## src/rtl/change_dispenser.sv

```systemverilog
// Purpose: computes change owed on a vend and pays it out greedily, one coin at a time, from per-denomination inventories.
// Latency: vend_req edge to first coin_valid is 3 cycles; one coin per 2 cycles with hop_ready high; zero change gives done 3 cycles after vend_req.
// Backpressure: coin_valid/coin_sel hold until hop_ready; inventory and owed change only on a transfer. Optional macro CHANGE_DOLLAR_EN adds dollar coins.
module change_dispenser #(
    parameter int WIDTH    = 11,
    parameter int INV_W    = 6,
    parameter int INV_INIT = 20
) (
    input  logic             clk,
    input  logic             rst_n,
    input  logic             vend_req,
    input  logic [WIDTH-1:0] price,
    input  logic [WIDTH-1:0] paid,
    input  logic             credit,
    input  logic             refill,
    input  logic             hop_ready,
    output logic             coin_valid,
    output logic [1:0]       coin_sel,
    output logic             busy,
    output logic             done,
    output logic             short,
    output logic [WIDTH-1:0] owed
);

`ifdef CHANGE_DOLLAR_EN
    localparam int NDEN = 4;
`else
    localparam int NDEN = 3;
`endif

    typedef enum logic [2:0] {
        S_IDLE,
        S_CALC,
        S_SELECT,
        S_ISSUE,
        S_FINISH
    } state_t;

    state_t             state_q, state_d;
    logic [WIDTH-1:0]   price_q, price_d;
    logic [WIDTH-1:0]   paid_q, paid_d;
    logic               credit_q, credit_d;
    logic [WIDTH-1:0]   owed_q, owed_d;
    logic               short_q, short_d;
    logic [1:0]         coin_sel_q, coin_sel_d;
    logic [INV_W-1:0]   inv_q [NDEN];
    logic [INV_W-1:0]   inv_d [NDEN];

    logic               pick_ok;
    logic [1:0]         pick_sel;

    // Face value in cents of each coin code.
    function automatic logic [WIDTH-1:0] coin_val(input logic [1:0] sel);
        case (sel)
            2'd0:    coin_val = WIDTH'(5);
            2'd1:    coin_val = WIDTH'(10);
            2'd2:    coin_val = WIDTH'(25);
            default: coin_val = WIDTH'(100);
        endcase
    endfunction

    // Greedy pick: ascending scan so the largest affordable, stocked coin wins.
    always_comb begin
        pick_ok  = 1'b0;
        pick_sel = 2'd0;
        for (int i = 0; i < NDEN; i++) begin
            if (inv_q[i] != '0 && coin_val(2'(i)) <= owed_q) begin
                pick_ok  = 1'b1;
                pick_sel = 2'(i);
            end
        end
    end

    // Next-state and datapath updates for the dispense sequence.
    always_comb begin
        state_d    = state_q;
        price_d    = price_q;
        paid_d     = paid_q;
        credit_d   = credit_q;
        owed_d     = owed_q;
        short_d    = short_q;
        coin_sel_d = coin_sel_q;
        inv_d      = inv_q;
        case (state_q)
            S_IDLE: begin
                // A vend in the same cycle as a refill drops the refill.
                if (vend_req) begin
                    price_d  = price;
                    paid_d   = paid;
                    credit_d = credit;
                    short_d  = 1'b0;
                    state_d  = S_CALC;
                end else if (refill) begin
                    for (int i = 0; i < NDEN; i++) begin
                        inv_d[i] = INV_W'(INV_INIT);
                    end
                end
            end
            S_CALC: begin
                owed_d  = (!credit_q && paid_q > price_q) ? (paid_q - price_q) : '0;
                state_d = S_SELECT;
            end
            S_SELECT: begin
                if (owed_q == '0) begin
                    state_d = S_FINISH;
                end else if (pick_ok) begin
                    coin_sel_d = pick_sel;
                    state_d    = S_ISSUE;
                end else begin
                    short_d = 1'b1;
                    state_d = S_FINISH;
                end
            end
            S_ISSUE: begin
                // Only a completed handshake consumes a coin.
                if (hop_ready) begin
                    owed_d = owed_q - coin_val(coin_sel_q);
                    for (int i = 0; i < NDEN; i++) begin
                        if (coin_sel_q == 2'(i) && inv_q[i] != '0) begin
                            inv_d[i] = inv_q[i] - INV_W'(1);
                        end
                    end
                    state_d = S_SELECT;
                end
            end
            S_FINISH: begin
                state_d = S_IDLE;
            end
            default: begin
                state_d = S_IDLE;
            end
        endcase
    end

    // State and datapath registers with synchronous active-low reset.
    always_ff @(posedge clk) begin
        if (!rst_n) begin
            state_q    <= S_IDLE;
            price_q    <= '0;
            paid_q     <= '0;
            credit_q   <= 1'b0;
            owed_q     <= '0;
            short_q    <= 1'b0;
            coin_sel_q <= 2'd0;
            for (int i = 0; i < NDEN; i++) begin
                inv_q[i] <= INV_W'(INV_INIT);
            end
        end else begin
            state_q    <= state_d;
            price_q    <= price_d;
            paid_q     <= paid_d;
            credit_q   <= credit_d;
            owed_q     <= owed_d;
            short_q    <= short_d;
            coin_sel_q <= coin_sel_d;
            inv_q      <= inv_d;
        end
    end

    assign coin_valid = (state_q == S_ISSUE);
    assign coin_sel   = coin_sel_q;
    assign busy       = (state_q != S_IDLE);
    assign done       = (state_q == S_FINISH);
    assign short      = short_q;
    assign owed       = owed_q;

endmodule
```

## config.mk

```make
export PLATFORM = sky130hd
export DESIGN_NAME = change_dispenser
export DESIGN_NICKNAME = d
export VERILOG_FILES = /design/src/rtl/change_dispenser.sv
export SDC_FILE = /design/constraint.sdc
export NUM_CORES = 1
export LEC_CHECK = 0
export BUFFER_PORTS_ARGS = -buffer_cell sky130_fd_sc_hd__buf_2
export CORE_MARGIN = 5
export CORE_UTILIZATION = 52
export CTS_CLUSTER_DIAMETER = 200
export DETAILED_ROUTE_END_ITERATION = 8
export PLACE_DENSITY = 0.77
export SYNTH_ARGS = -nofsm -noshare
export SYNTH_HDL_FRONTEND = slang
export SYNTH_SLANG_ARGS = --single-unit
```

## constraint.sdc

```tcl
create_clock -name clk -period 4.3 [get_ports clk]
set_clock_uncertainty 0.15 [all_clocks]
set_input_delay 0.86 -clock clk [delete_from_list [all_inputs] [get_ports clk]]
set_output_delay 0.86 -clock clk [all_outputs]
set_load 0.02 [all_outputs]
```

==> PnR_summary.wiki <==
{| class="wikitable"
! Metric !! Value
|-
| Run status || complete, no violations
|-
| Number of cells traversed by the worst register-to-register path || 10
|-
| Wire length of the first global-routing pass || around 14000 um
|-
| Total of cells resized after clock tree synthesis || 0
|-
| Number of maximum-capacitance violations || 0
|-
| Skew-Pair Late Insertion Delay || about 330 ps
|-
| Post-synthesis cell type count || slightly above 50
|-
| Number of synthesized flops with an enable pin || 0
|-
| Post-layout min period || 3010 ps
|-
| Most instantiated flip-flop cell in the synthesis netlist || dfxtp_1
|-
| Critical path class || reg2out
|-
| Worst hold path type || reg2reg
|-
| Count of yosys warnings during synthesis || 0
|-
| End of the worst hold path || price_q[3]$_SDFFE_PN0P_
|-
| Routed length per instance || between 10 and 15 um
|-
| FFs w/ async S/R, synth || 0%
|-
| Layout-stage area growth over the synthesis result || 13.5%
|-
| Capturing point of the worst reg2reg path || owed[10]$_SDFFE_PN0P_
|-
| Layout cell share with drive strength beyond 1 || 13.7%
|-
| Initial DRC Count || 227
|-
| Routed vias || between 3000 and 4000
|-
| Portion of the post-synthesis area used by sequential elements || 33.3%
|-
| Final setup TNS || 0 ps
|-
| Pre-Repair DR Iteration Count || 4
|-
| Least-Margin Pin Slew || about 890 ps
|-
| Port-buffer cells || 44
|-
| Die footprint || 8450 um2
|-
| Hold-fix buffers at CTS || 0
|-
| Number of synthesized register bits || between 50 and 60
|-
| Pin count of the biggest net entering global routing || 36
|-
| Post-CTS Setup Inserts || 0
|-
| Register clock-pin slew on the reported worst setup and hold paths || ~70 ps
|-
| Number of setup violations in the final report || 0
|-
| Post-Layout Inst Area || 3960 um2
|-
| Biggest area contributors in the synthesized netlist || dfxtp_1 33%, ha_1 10%, a21oi_1 8.5%, nand2_1 7.1%, inv_1 3.8%
|-
| Clock buffers created by TritonCTS || 9
|-
| Dominant cell type by area after synthesis || dfxtp_1
|-
| Critical hold path startpoint || price_q[3]$_SDFFE_PN0P_
|-
| Number of global-route vias before repair || a little over 3000
|-
| Global placement routability congestion || between 0.8 and 0.9
|-
| CP Capture Type || output pin
|-
| Most common cell in the synthesized netlist || nand2_1
|-
| Number of placement rows || 29
|-
| Fin nets || around 550
|-
| Hold-critical path depth || 2
|-
| Cell leakage power || 0.00160 uW
|-
| Count of pins over their slew limit || 0
|-
| Maximum ir drop on the vdd rail || 0.302 mV
|-
| Post-synthesis instance area || 3490 um2
|-
| Via density per instance || about 5.6
|-
| CTS max path bufs || 2
|-
| Fill cell total of the finished layout || about 600
|-
| Number of I/O pins || 45
|-
| Initial core utilization || 54.3%
|-
| Sink Count || 58
|-
| CTS tree || yes
|-
| Area fraction of the dominant cell type after synthesis || roughly 33%
|-
| Maximum operating frequency || 332 MHz
|-
| Final antenna-violating net count || 0
|-
| Unrepaired setup endpoints after global routing || false
|-
| R2R Path Start || coin_sel[0]$_SDFFE_PN0P_
|-
| Number of H-tree levels || 3
|-
| Number of instances in the synthesized netlist || 450
|-
| Antenna cells || 0
|-
| Post-Syn Area per Cell || about 7.8 um2
|-
| Detail Placement HPWL || 6070 um
|-
| Number of antenna violations at the first check in global routing || 0
|-
| Net Count, Synth || slightly above 500
|-
| DRC violations left || 0
|-
| Required time of the critical path || 3290 ps
|-
| Die Wd || 91.9 um
|-
| Core area || 6420 um2
|-
| Critical path peak fanout || 13
|-
| Total congestion overflow after global routing || 0
|-
| Instance area at placement || 3770 um2
|-
| Hold violation count in the final report || 0
|-
| Total track usage || 19.8%
|-
| Final worst path period share || 70.1%
|-
| Vertical die dimension || a little over 90 um
|-
| Routed Wire Length || 8110 um
|-
| Most frequent cells after synthesis || 66 x nand2_1, 59 x a21oi_1, 58 x dfxtp_1, 35 x inv_1, 32 x nor2_1
|-
| Data arrival time of the critical path || 2000 ps
|-
| Nature of the critical path startpoint || flip-flop
|-
| P per Cell Area || 455 nW/um2
|-
| Max transition margin || 40.4%
|-
| Clock tree root buffer cell || clkbuf_8
|-
| Register-to-register setup slack || 1430 ps
|}
-- layout by cell type, fill, tap and decap left out, drive strengths merged, types with 2 or more instances in the layout --
cell | synthesis | routed
a2111oi | 2 | 2
or4 | 2 | 2
o21ai | 25 | 25
a21oi | 61 | 61
fa | 2 | 2
nor3b | 2 | 2
nor2b | 4 | 4
clkbuf | 13 | 10
nand3 | 11 | 11
or3 | 11 | 11
dfxtp | 58 | 58
nand2b | 8 | 8
nor2 | 32 | 32
nor3 | 11 | 11
mux2i | 2 | 2
o2111ai | 2 | 2
a21o | 4 | 4
ha | 28 | 28
nor4b | 3 | 3
clkinvlp | 0 | 2
a32oi | 4 | 4
o21a | 4 | 4
xor2 | 6 | 6
a211o | 2 | 2
inv | 36 | 36
nor4 | 7 | 7
o211ai | 5 | 5
clkinv | 1 | 3
a31oi | 2 | 2
a211oi | 6 | 6
buf | 1 | 46
xnor2 | 14 | 14
nand2 | 67 | 67
-- how the worst max path moves through the flow --
| stage | startpoint | end | cells past startpoint |
|---|---|---|---|
| 3_3_place_gp | vend_req | inv_q[5]$_SDFFE_PN0P_ | 7 |
| 4_1_cts | state_q[0]$_SDFFE_PN0P_ | coin_valid | 4 |
| 6_report | state_q[0]$_SDFFE_PN0P_ | coin_valid | 4 |
| 3_5_place_dp | vend_req | inv_q[5]$_SDFFE_PN0P_ | 7 |
| 5_1_grt | coin_sel[0]$_SDFFE_PN0P_ | owed[10]$_SDFFE_PN0P_ | 10 |
| 2_1_floorplan | coin_sel[0]$_SDFFE_PN0P_ | owed[9]$_SDFFE_PN0P_ | 10 |
-- where the power goes --
part	switching, uW	internal (uW)	leakage (uW)
Sequential	53.6	589	0.000474
Clock	218	278	0.0000941
Combinational	402	264	0.00103
-- stage by stage --
step | setup WS (ps) | total power, uW | utilization (%) | hold WS, ps | cells
after floorplan | 1600 | 1150 | - | 286 | 450
final | 1290 | 1800 | 61.7 | 307 | 574
after global placement | 1560 | 1300 | 58.7 | 295 | 559
after detailed placement | 1480 | 1310 | 58.7 | 299 | 559
after CTS | 1280 | 1810 | 61.7 | 308 | 574
after global routing | 1150 | 1930 | 61.7 | 321 | 574
-- registers in the layout, indices dropped and copies added, names as in the netlist --
name	count
credit_q	1
short	1
inv_q	18
coin_sel	2
price_q	11
state_q	3
owed	11
paid_q	11
-- logic make-up (layout without fill, tap and decap cells) --
family | after synthesis | after routing | synth area share [%]
flip-flops | 58 | 58 | 33.3
AND/OR/NAND/NOR | 165 | 165 | 22.4
buffers and inverters | 51 | 98 | 5.52
multiplexers | 2 | 2 | 0.574
XOR/XNOR | 20 | 20 | 5.02
adder cells (fa/ha/maj) | 30 | 30 | 11.2
AO/OA/AOI/OAI | 124 | 124 | 22.0
-- layout make-up --
class / instances / area, um2 / share of cell area, %
clock buffers: 10 / 138 / 3.48
clock inverters: 5 / 55.1 / 1.39
inverters: 37 / 139 / 3.51
repair buffers: 46 / 235 / 5.94
multi-input cells: 341 / 2140 / 53.9
flip-flops and latches: 58 / 1160 / 29.3
well taps: 77 / 96.3 / 2.43
-- worst max-delay path, cell delays in order (launching register included) --
cell and delay (ps):
dfxtp_1 440, or2b_1 300, or2_2 410, inv_2 280
buf_2 230
-- routing by layer --
layer  GRT usage (%)  vias to the layer above  wire length (um)
li1                -                     1659                 -
met1            25.1                     1449              3850
met2            33.7                       68              3750
met3            4.50                       16               396
met4            5.94                        0               111
met5               0                        -                 0
(Power assumes the default switching activity.)
